[config.mk]
export PLATFORM = sky130hd
export DESIGN_NAME = dds_pinc_scheduler
export DESIGN_NICKNAME = d
export VERILOG_FILES = /design/src/rtl/dds_pinc_scheduler.sv
export SDC_FILE = /design/constraint.sdc
export NUM_CORES = 1
export LEC_CHECK = 0
export CAP_MARGIN = 20
export CORE_ASPECT_RATIO = 1.2
export CORE_UTILIZATION = 55
export CTS_BUF_LIST = sky130_fd_sc_hd__clkbuf_16
export DETAILED_ROUTE_END_ITERATION = 10
export PLACE_DENSITY = 0.76
export SKIP_CTS_REPAIR_TIMING = 1
export SLEW_MARGIN = 0
export SYNTH_ARGS = -nofsm -noshare
export SYNTH_HDL_FRONTEND = slang
export SYNTH_SLANG_ARGS = --single-unit
export TNS_END_PERCENT = 100
[constraint.sdc]
create_clock -name clock -period 19.5 [get_ports clock]
set_input_delay 3.9 -clock clock [delete_from_list [all_inputs] [get_ports clock]]
set_output_delay 3.9 -clock clock [all_outputs]
set_load 0.01 [all_outputs]
[src/rtl/dds_pinc_scheduler.sv]
// Time-multiplexed DDS phase-increment scheduler: streams active[ch] per channel over AXI-Stream,
// with a shadow table copied atomically into the active table at frame boundaries, plus a stall watchdog.
module dds_pinc_scheduler #(
  parameter int N_CHAN      = 8,
  parameter int PINC_W      = 32,
  parameter int STALL_LIMIT = 1024,
  localparam int CW = $clog2(N_CHAN),
  localparam int SW = $clog2(STALL_LIMIT + 1)
) (
  input  logic              clock,
  input  logic              reset,
  input  logic              enable,
  input  logic              cfg_wr,
  input  logic [CW-1:0]     cfg_addr,
  input  logic [PINC_W-1:0] cfg_data,
  input  logic              cfg_commit,
  output logic              commit_pending,
  output logic              m_axis_tvalid,
  input  logic              m_axis_tready,
  output logic [PINC_W-1:0] m_axis_tdata,
  output logic [CW-1:0]     m_axis_tuser,
  output logic              m_axis_tlast,
  output logic              stall
);

  typedef enum logic {S_IDLE, S_RUN} state_t;

  state_t            r_state;
  logic [CW-1:0]     r_ch;
  logic [PINC_W-1:0] r_shadow [N_CHAN];
  logic [PINC_W-1:0] r_active [N_CHAN];
  logic              r_pending;
  logic [SW-1:0]     r_cnt;
  logic              r_stall;

  logic              w_valid;
  logic              w_last;
  logic              w_hs;
  logic              w_boundary;
  logic [SW-1:0]     w_cnt_next;

  assign w_valid    = (r_state == S_RUN);
  assign w_last     = (r_ch == CW'(N_CHAN - 1));
  assign w_hs       = w_valid & m_axis_tready;
  assign w_boundary = (r_state == S_IDLE) | (w_hs & w_last);

  assign m_axis_tvalid  = w_valid;
  assign m_axis_tdata   = r_active[r_ch];
  assign m_axis_tuser   = r_ch;
  assign m_axis_tlast   = w_last;
  assign commit_pending = r_pending;
  assign stall          = r_stall;

  always_ff @(posedge clock or posedge reset) begin
    if (reset) begin
      for (int i = 0; i < N_CHAN; i++) r_shadow[i] <= '0;
    end else if (cfg_wr) begin
      r_shadow[cfg_addr] <= cfg_data;
    end
  end

  // The copy samples shadow before this edge's write, so a write on the swap edge waits for the next commit.
  always_ff @(posedge clock or posedge reset) begin
    if (reset) begin
      for (int i = 0; i < N_CHAN; i++) r_active[i] <= '0;
      r_pending <= 1'b0;
    end else if (r_pending && w_boundary) begin
      for (int i = 0; i < N_CHAN; i++) r_active[i] <= r_shadow[i];
      r_pending <= 1'b0;
    end else if (cfg_commit) begin
      r_pending <= 1'b1;
    end
  end

  always_ff @(posedge clock or posedge reset) begin
    if (reset) begin
      r_state <= S_IDLE;
      r_ch    <= '0;
    end else begin
      case (r_state)
        S_IDLE: begin
          r_ch <= '0;
          if (enable) r_state <= S_RUN;
        end
        S_RUN: begin
          if (w_hs) begin
            r_ch <= r_ch + CW'(1);
            if (w_last && !enable) r_state <= S_IDLE;
          end
        end
        default: r_state <= S_IDLE;
      endcase
    end
  end

  always_comb begin
    w_cnt_next = r_cnt;
    if (!w_valid || w_hs)
      w_cnt_next = '0;
    else if (r_cnt != SW'(STALL_LIMIT))
      w_cnt_next = r_cnt + SW'(1);
  end

  always_ff @(posedge clock or posedge reset) begin
    if (reset) begin
      r_cnt   <= '0;
      r_stall <= 1'b0;
    end else begin
      r_cnt   <= w_cnt_next;
      r_stall <= (w_cnt_next == SW'(STALL_LIMIT));
    end
  end

endmodule

* Word level (Yosys, flattened, before mapping)
Cells that the tools add are included.
** Word-level totals
- Output and inout port bits :: 39
- Word-level logic and storage cells :: 59
- Flip-flop bits (word level) :: 529
- Input port bits :: 41
** Operators by class
- Muxes and demuxes :: 16
- Add/subtract/negate cells :: 2
- Reductions and logical operators :: 7
- Bitwise logic cells :: 6
- Order comparisons :: 3
- Equality and inequality tests :: 4
** Operator list (number)
- 256-bit bitwise mux :: 1
- 32-bit binary-select mux with 3-bit select :: 1
- 32-bit demux with 3-bit select :: 1
- 32-bit two-way mux :: 3
- 11-bit two-way mux :: 2
- 11-bit by 1-bit adder with 11-bit output (second input constant) :: 1
- 11-bit equality test (second input constant) :: 1
- 11-bit inequality test (second input constant) :: 1
- 4-bit >= comparator (second input constant) :: 2
- 3-bit NOT with 4-bit output :: 2
- 3-bit one-hot mux with 2 select lines :: 1
- 1-bit two-way mux :: 5
- 4-bit by 1-bit < comparator with 1-bit output (second input constant) :: 1
- 3-bit by 1-bit adder with 3-bit output (second input constant) :: 1
- 3-bit equality test (second input constant) :: 1
- 1-bit logical AND :: 3
- 3-bit two-way mux :: 1
- 1-bit bitwise AND :: 2
- 1-bit logical NOT :: 2
- 2-bit by 1-bit inequality test with 1-bit output (second input constant) :: 1
- 1-bit one-hot mux with 2 select lines :: 1
- 2-bit nonzero test :: 1
- 1-bit logical OR :: 1
- 1-bit NOT :: 1
- 1-bit OR :: 1

* Longest topological paths before layout
Gate-level depths: netlist of the first run.
- Depth after elaboration :: 6
- Depth in mapped cells :: 8
- Mapped depth without buffers :: 7

* Worst setup path before layout of the first run
Ideal clock, no wire load.
- Path kind :: register -> output
- From :: register r_ch[0] (netlist: m_axis_tuser[0])
- To :: output port m_axis_tdata[0]
- Cell stages (with the launch flop) :: 5
- Slack :: 13.523 ns
- Data arrival time :: 2.077 ns
- Required time :: 15.600 ns
- Cell sequence :: dfrtp_1 > buf_2 > buf_1 > mux4_2 > mux2_2
** Between the ends
- Longest elaborated chain between the ends :: 4
** RTL lines
- start: declaration :: RTL line 29 : logic [CW-1:0] r_ch;
- start signal: assignment :: RTL line 87 : r_ch <= r_ch + CW'(1);
- 3-bit NOT with 4-bit output (implied by the code) :: RTL line 48 : assign m_axis_tdata = r_active[r_ch];
- 32-bit binary-select mux with 3-bit select :: RTL line 48
- 32-bit two-way mux (implied by the code) (2 in a row) :: RTL line 48
- end: declaration :: RTL line 20 : output logic [PINC_W-1:0] m_axis_tdata,
No other way between the ends. The select of a mux whose other input is x is not followed.

* Final worst setup path of the first run
- From :: register r_ch[0] (netlist: m_axis_tuser[0])
- To :: output port m_axis_tdata[31]
The elaborated chain is that of the path after synthesis.

==> out/results.tsv, run 1 <==
metric	value	unit
synth_edf_count	0	
required	15.60	ns
drv_cap	0	
p_per_area	158	nW/um^2
multi_input_area	8200	sq um
htree_levels	2	
wl_per_cell	21.4	um
relSlewSlack	35.8	%
nets	1422	
drt-total-wl	41600	um
crit_path_max_fanout	34	
worst_slack	11.96	ns
finalCriticalPeriod	7.54	ns
synth_flop_cell	dfrtp_1	
async_reset_ff_share	100	%
seqCellArea	13200	sq um
slowest_stage	dfrtp_4	
fp.dieH	220	um
yosys.area.top_type	dfrtp_1	
grt_first_pass_wirelength	67800	um
synth-seq-area-share	60.9	%
route.vias.total	11200	
synthSimpleGateAreaFrac	1.53	%
clockBufferDepth	3	
numCtsBuffers	50	
io_pins	80	
clkLatencyLatePin	0.57	ns
arrival	3.64	ns
peakVddDrop	0.0949	mV
critPathKind	register to primary output	
dieArea	40300	sq um
end_kind	primary output	
ant_nets	0	
p_leak	10.7	nW
finalSetupViolations	0	
combPwrFrac	31.6	%
slowest_delay	0.92	ns
synth_top_family_by_area	multiplexers	
yosysMostFrequentCell	mux2_2	
cts_sinks	529	
grt_overflow	0	
drtIter0Drc	574	
hp-class	register to register	
place_congestion	0.789	
die_w	183	um
synth_area	21700	sq um
rsz0062_at_grt	false	
layout-drive-gt1-share	51.0	%
ys_warn_count	0	
rows	79	
synthMuxAreaShare	35.0	%
synth_cells	1303	
synth-compound-area-share	0.581	%
cts_tree	done	
skew	0.0161	ns
cts_root_buf	clkbuf_16	
hold_viol_final	0	
antenna_cells	0	
dp.cells	1849	
power_frac_clock	24.7	%
synthTopCellsByArea	dfrtp_1, mux2_2, mux4_2	
ys_types	43	
avgSynthCellArea	16.7	sq um
yosys.area_share.adder	0.230	%
startpoint_type	register	
final.setup.tns	0	ns
status	complete, no violations	
area_growth	14.0	%
synth-xor-area-share	0.322	%
grt_max_degree	169	
p_sw	1.08	mW
clock.fmax	133	MHz
dr.pass1.iters	4	
switching_share	27.6	%
fill_cells	2791	
grt_pass1_vias	12100	
portBuffers	79	
slew_violations	0	
power.internal	2.84	mW
synth_top_area_share	60.9	%
synth.top_cells.by_count	mux2_2, dfrtp_1, clkbuf_1, mux4_2	
vias_per_cell	5.75	
drc	0	
crit_chain	buf_4, mux4_2, mux2_2, clkdlybuf4s50_1	
ys_ff_latch	529	
p_seq_share	43.8	%
path_clk_slew	0.06	ns
finish.utilization	63.8	%
core_area	38800	sq um
fin_crit_sh	38.7	%
antenna_found_initial	2	
track_usage	21.7	%
pre_cts_slack	11.51	ns
hpwl	22200	um
initial_core_util	56.0	%
tightestPinTransition	0.963	ns
stdcell_count	1945	
syn_nets	1348	
==> cells in the final DEF (no fill, tap or decap), types with 2 or more instances in the layout <==
cell	instances
o21ai_0	4
clkinvlp_4	4
nand2b_1	3
nand4b_1	3
nor2b_1	3
dfrtp_4	2
buf_4	17
mux4_2	64
bufinv_16	5
inv_1	11
a21oi_1	4
xor2_1	4
clkinv_2	15
nor2_1	8
buf_16	2
clkbuf_16	53
mux2_2	544
nor3_1	6
or3_1	3
nand3_1	3
ha_1	4
nand4_1	3
nand2_1	6
nor3b_2	2
dfrtp_1	526
xnor2_1	4
clkinv_1	10
mux2i_1	3
nor3_2	2
clkdlybuf4s50_1	79
==> final cells by class <==
type                            instances  share of cell area [%]
Sequential cell                       529                    53.5
Multi-Input combinational cell        692                    33.1
Timing Repair Buffer                   99                    4.01
Tap cell                              526                    2.66
Clock buffer                           53                    5.35
Inverter                                5                   0.106
Clock inverter                         41                    1.29
==> sequential cells by signal (all words and copies together) (netlist names) <==
signal          flops
m_axis_tvalid       1
stall               1
commit_pending      1
r_shadow          256
r_cnt              11
r_active          256
m_axis_tuser        3
==> power by group through the flow <==
stage,clock (mW),combinational [mW],sequential (mW)
after floorplan,0,0.931,1.63
after global placement,0,1.21,1.71
after detailed placement,0,1.24,1.73
after CTS,0.988,1.26,1.72
after global routing,1.03,1.33,1.76
final,0.966,1.24,1.71
==> metrics by stage <==
step	cell area [sq um]	power, mW	hold slack, ns
finish	24800	3.91	0.498
global placement	23100	2.92	0.482
detailed placement	23100	2.97	0.488
global route	24800	4.12	0.507
CTS	24700	3.96	0.502
floorplan	21700	2.56	0.474
==> cell families after synthesis <==
group,Yosys count
xor+xnor,8
buf+inv,82
simple gates,53
flops,529
compound gates,16
mux,611
fa+ha+maj,4
==> worst max-delay path: cells and delay by family, from the launching register on <==
family / cells / cell delay [ns]
muxes: 2 / 0.92
buffers and inverters: 2 / 1.21
DFF: 1 / 0.92
==> final timing paths <==
check	endpoint	cells after the start	slack [ns]	from
hold reg to reg	r_active[76]	1	0.50	r_shadow[76]
min in group asynchronous	r_cnt[6]	2	3.63	reset
setup / recovery	m_axis_tdata[31]	4	11.96	m_axis_tuser[0]
max in group asynchronous	r_active[4]	6	13.28	reset
setup reg to reg	r_active[156]	8	14.93	m_axis_tuser[0]
hold / removal	r_active[76]	1	0.50	r_shadow[76]
==> per-layer routing <==
metal	global-route usage, %	vias to the layer above	wire length (um)
met2	35.3	167	20500
met1	31.0	6062	18900
met4	5.69	4	750
met5	0	-	31
li1	-	4897	-
met3	3.22	60	1440
Note: power is estimated with default switching activity, not from simulation.
==> run 2, diff against run 1 <==
==> constraint.sdc (replaced) <==
create_clock -name clock -period 6.1 [get_ports clock]
set_input_delay 1.22 -clock clock [delete_from_list [all_inputs] [get_ports clock]]
set_output_delay 1.22 -clock clock [all_outputs]
set_load 0.01 [all_outputs]
==> out/results.tsv, run 2 (synthesized netlist as in run 1, its figures left out) <==
metric	value	unit	change
total_power	12.3	mW	was 3.91 mW
drt-total-wl	41200	um	was 41600 um
slew_violations	0		unchanged
htree_levels	2		unchanged
peakVddDrop	0.270	mV	was 0.0949 mV
clockBufferDepth	3		unchanged
reg_top3	r_active x256, r_shadow x256, r_cnt x11		unchanged
worst_slack	1.47	ns	was 11.96 ns
rsz0062_at_grt	false		unchanged
rr_startpoint	m_axis_tuser[0]		unchanged
track_usage	21.7	%	about the same
fin_crit_sh	75.9	%	
met1_length	18800	um	was 18900 um
route.vias.total	11200		about the same
seqCellArea	13200	sq um	unchanged
pre_cts_slack	1.99	ns	was 11.51 ns
hold_slack	0.497	ns	was 0.498 ns
dr.pass1.iters	4		unchanged
antenna_found_initial	1		was 2
ant_nets	0		unchanged
required	4.88	ns	was 15.60 ns
met3_length	1440	um	about the same
cts_sinks	529		unchanged
grt_max_degree	127		was 169
crit_path_max_fanout	48		was 34
nets	1427		was 1422
power_frac_clock	23.3	%	was 24.7%
dieArea	40300	sq um	unchanged
critPathKind	register to primary output		unchanged
hpwl	22900	um	was 22200 um
wl_per_cell	21.2	um	was 21.4 um
initial_core_util	56.0	%	unchanged
p_leak	10.7	nW	about the same
clock.fmax	216	MHz	
grt_pass1_vias	12100		about the same
final_cell_mix	mux2_2, dfrtp_1, clkdlybuf4s50_1		unchanged
tightestPinTransition	0.987	ns	was 0.963 ns
cts_tree	done		unchanged
grt_overflow	0		unchanged
layout_commonest_cell	mux2_2		unchanged
combPwrFrac	31.6	%	about the same
core_area	38800	sq um	unchanged
arrival	3.41	ns	was 3.64 ns
skew	0.00805	ns	was 0.0161 ns
relSlewSlack	34.2	%	was 35.8%
grt_first_pass_wirelength	67500	um	was 67800 um
area_growth	13.6	%	was 14.0%
drv_cap	0		unchanged
power.internal	8.90	mW	was 2.84 mW
drc	0		unchanged
fill_cells	2828		was 2791
end_kind	primary output		unchanged
path_clk_slew	0.06	ns	about the same
stdcell_count	1944		was 1945
p_sw	3.39	mW	was 1.08 mW
cts_root_buf	clkbuf_16		unchanged
numCtsBuffers	51		was 50
hold_viol_final	0		unchanged
finalSetupViolations	0		unchanged
startpoint_type	register		unchanged
status	complete, no violations		unchanged
place_congestion	0.789		about the same
crit_path_start	m_axis_tuser[0]		unchanged
drtIter0Drc	595		was 574
clkLatencyLatePin	0.56	ns	was 0.57 ns
layout-drive-gt1-share	50.2	%	was 51.0%
vias_per_cell	5.75		about the same
portBuffers	79		unchanged
antenna_cells	0		unchanged
hp-class	register to register		unchanged
die_w	183	um	unchanged
finalCriticalPeriod	4.63	ns	
rows	79		unchanged
met2_length	20300	um	was 20500 um
switching_share	27.6	%	about the same
io_pins	80		unchanged
p_per_area	498	nW/um^2	was 158 nW/um^2
p_seq_share	45.1	%	was 43.8%
fp.dieH	220	um	unchanged
multi_input_area	8200	sq um	unchanged
dp.cells	1854		was 1849
hold_start	r_shadow[35]		was r_shadow[76]
top_layer_used	met5		unchanged
run 2: cell types whose count changed in the layout (fill, tap and decap cells not counted), sizes merged:
cell	delta
buf	+4
clkinvlp	-3
bufinv	-3
clkbuf	-2
inv	+3
run 2: layer usage:
metal | global-route usage [%] | up-vias
met5 | 0 | -
met4 | 5.36 | 2
met3 | 3.65 | 57
met2 | 35.2 | 152
met1 | 30.7 | 6042
li1 | - | 4918
run 2: final cells by class:
cell class                 count  share of cell area [%]
inverter                       5                  0.0912
tap                          526                    2.67
timing repair buffer         103                    4.34
multi-input combinational    692                    33.2
clock inverter                38                   0.867
sequential                   529                    53.6
clock buffer                  51                    5.17
run 2: metrics by stage:
step / setup TNS, ns / instance area [sq um] / utilization [%]
2_1_floorplan: -1222.05 / 21700 / -
3_3_place_gp: 0 / 23200 / 59.7
3_5_place_dp: 0 / 23200 / 59.7
4_1_cts: 0 / 24700 / 63.5
5_1_grt: 0 / 24700 / 63.6
6_report: 0 / 24700 / 63.6
run 2: final timing paths:
path,cells after the start,endpoint,slack [ns]
setup / recovery,4,m_axis_tdata[12],1.47
hold / removal,1,r_active[35],0.50
setup reg to reg,7,r_active[115],2.76
hold reg to reg,1,r_active[35],0.50
max in group asynchronous,4,r_active[69],4.03
min in group asynchronous,2,r_shadow[244],0.93
run 2: power by group through the flow:
stage	clock, mW	sequential [mW]	combinational [mW]
floorplan	0	5.20	2.98
global placement	0	5.53	3.82
detailed placement	0	5.60	3.92
CTS	2.94	5.55	3.95
global route	3.09	5.70	4.18
finish	2.86	5.54	3.88
run 2: critical path: stages (launching register included):
cell and delay (ns):
dfrtp_4 1.08, buf_4 0.43, mux4_2 0.54, mux2_2 0.27, clkdlybuf4s50_1 0.49
==> run 3, diff against run 2 <==
==> constraint.sdc (replaced) <==
create_clock -name clock -period 4.2 [get_ports clock]
set_input_delay 0.84 -clock clock [delete_from_list [all_inputs] [get_ports clock]]
set_output_delay 0.84 -clock clock [all_outputs]
set_load 0.01 [all_outputs]
==> out/results.tsv, run 3 (synthesized netlist as in run 1, its figures left out) <==
metric	value	unit	change
status	complete, no violations		unchanged
dieArea	40300	sq um	unchanged
crit_path_start	m_axis_tuser[0]		unchanged
layout_commonest_cell	mux2_2		unchanged
path_clk_slew	0.06	ns	about the same
r2r_slack	1.43	ns	was 2.76 ns
route.vias.total	11300		was 11.2k
design_area	24800	sq um	was 24700 sq um
arrival	2.92	ns	was 3.41 ns
grt_max_degree	104		was 127
endpoint	m_axis_tdata[26]		was m_axis_tdata[12]
dpl_cell_area	23300	sq um	was 23200 sq um
cts_tree	done		unchanged
p_sw	4.99	mW	was 3.39 mW
io_pins	80		unchanged
drv_cap	0		unchanged
startpoint_type	register		unchanged
vias_per_cell	5.78		was 5.75
track_usage	22.2	%	was 21.7%
drc	0		unchanged
pre_cts_slack	0.982	ns	was 1.99 ns
wl_per_cell	21.7	um	was 21.2 um
clkLatencyLatePin	0.56	ns	about the same
reg2reg_depth	8		was 7
final_cell_mix	mux2_2, dfrtp_1, clkdlybuf4s50_1		unchanged
ant_nets	0		unchanged
die_w	183	um	unchanged
grt_pass1_vias	12100		about the same
cts_sinks	529		unchanged
fp.dieH	220	um	unchanged
rr_startpoint	m_axis_tuser[1]		was m_axis_tuser[0]
reg_top3	r_active x256, r_shadow x256, r_cnt x11		unchanged
worst_slack	0.435	ns	was 1.47 ns
drtIter0Drc	659		was 595
required	3.36	ns	was 4.88 ns
antenna_cells	0		unchanged
skew	0.0122	ns	was 0.00805 ns
portBuffers	79		unchanged
fin_crit_sh	89.6	%	
core_area	38800	sq um	unchanged
relSlewSlack	49.8	%	was 34.2%
hold_slack	0.495	ns	was 0.497 ns
p_per_area	725	nW/um^2	was 498 nW/um^2
cts_root_buf	clkbuf_16		unchanged
rows	79		unchanged
total_power	18.0	mW	was 12.3 mW
drt-total-wl	42300	um	was 41200 um
power.internal	13.0	mW	was 8.90 mW
clock.fmax	266	MHz	
r2r-end	r_active[75]		was r_active[115]
grt_first_pass_wirelength	68800	um	was 67500 um
p_seq_share	44.4	%	was 45.1%
htree_levels	2		unchanged
grt_overflow	0		unchanged
clockBufferDepth	3		unchanged
layout-drive-gt1-share	50.6	%	was 50.2%
dr.pass1.iters	6		was 4
initial_core_util	56.0	%	unchanged
rsz0062_at_grt	false		unchanged
place_congestion	0.791		was 0.789
tightestPinTransition	0.753	ns	was 0.987 ns
end_kind	primary output		unchanged
area_growth	14.2	%	was 13.6%
hpwl	24400	um	was 22900 um
peakVddDrop	0.526	mV	was 0.270 mV
hp-class	register to register		unchanged
nets	1436		was 1427
switching_share	27.7	%	was 27.6%
critPathKind	register to primary output		unchanged
power_frac_clock	23.1	%	was 23.3%
hold_viol_final	0		unchanged
finalCriticalPeriod	3.76	ns	
numCtsBuffers	51		unchanged
antenna_found_initial	1		unchanged
p_leak	10.7	nW	about the same
slew_violations	0		unchanged
finalSetupViolations	0		unchanged
crit_path_max_fanout	26		was 48
final.setup.tns	0	ns	unchanged
combPwrFrac	32.5	%	was 31.6%
==> run 3: changes by cell type in the layout (fill, tap and decap cells not counted) <==
| cell | previous run | this run |
|---|---|---|
| inv_6 | 1 | 2 |
| clkinv_4 | 1 | 0 |
| inv_1 | 14 | 16 |
| buf_12 | 8 | 12 |
| buf_4 | 16 | 21 |
| clkinv_1 | 17 | 14 |
| clkinvlp_4 | 1 | 2 |
==> run 3: routing by layer <==
layer	vias to the layer above	track usage [%]	routed length, um
met3	57	3.47	1640
met1	6103	31.3	19300
met4	2	5.17	703
met2	185	36.6	20600
met5	-	0	13
li1	4940	-	-
==> run 3: cell type report <==
type	count	area (sq um)
clock buffers	51	1280
flip-flops and latches	529	13200
inverters	5	22.5
repair buffers	112	1190
multi-input cells	692	8200
clock inverters	38	218
fillers	2750	14000
well taps	526	658
==> run 3: worst min path at each step <==
stage | from | endpoint | slack, ns | cells after the start
after floorplan | r_active[160] | r_active[160] | 0.47 | 1
after global placement | r_shadow[89] | r_active[89] | 0.48 | 1
after detailed placement | r_shadow[42] | r_active[42] | 0.49 | 1
after CTS | r_shadow[138] | r_active[138] | 0.50 | 1
after global routing | r_active[210] | r_active[210] | 0.51 | 1
final | r_shadow[138] | r_active[138] | 0.49 | 1
==> run 3: power by group through the flow <==
| stage | Sequential, mW | Clock [mW] | Combinational, mW |
|---|---|---|---|
| 2_1_floorplan | 7.55 | 0 | 4.32 |
| 3_3_place_gp | 7.99 | 0 | 5.75 |
| 3_5_place_dp | 8.07 | 0 | 5.90 |
| 4_1_cts | 8.00 | 4.27 | 5.94 |
| 5_1_grt | 8.21 | 4.48 | 6.30 |
| 6_report | 7.99 | 4.16 | 5.84 |
==> run 3: stage by stage <==
stage,utilization (%),std cells
global route,63.9,1953
CTS,63.9,1953
floorplan,-,1303
detailed placement,60.0,1864
global placement,60.0,1864
finish,63.9,1953
==> run 3: critical path, stage by stage (launching register included) <==
cell             delay (ns)
dfrtp_4                0.72
buf_12                 0.29
mux4_2                 0.52
mux2_2                 0.31
clkdlybuf4s50_1        0.49
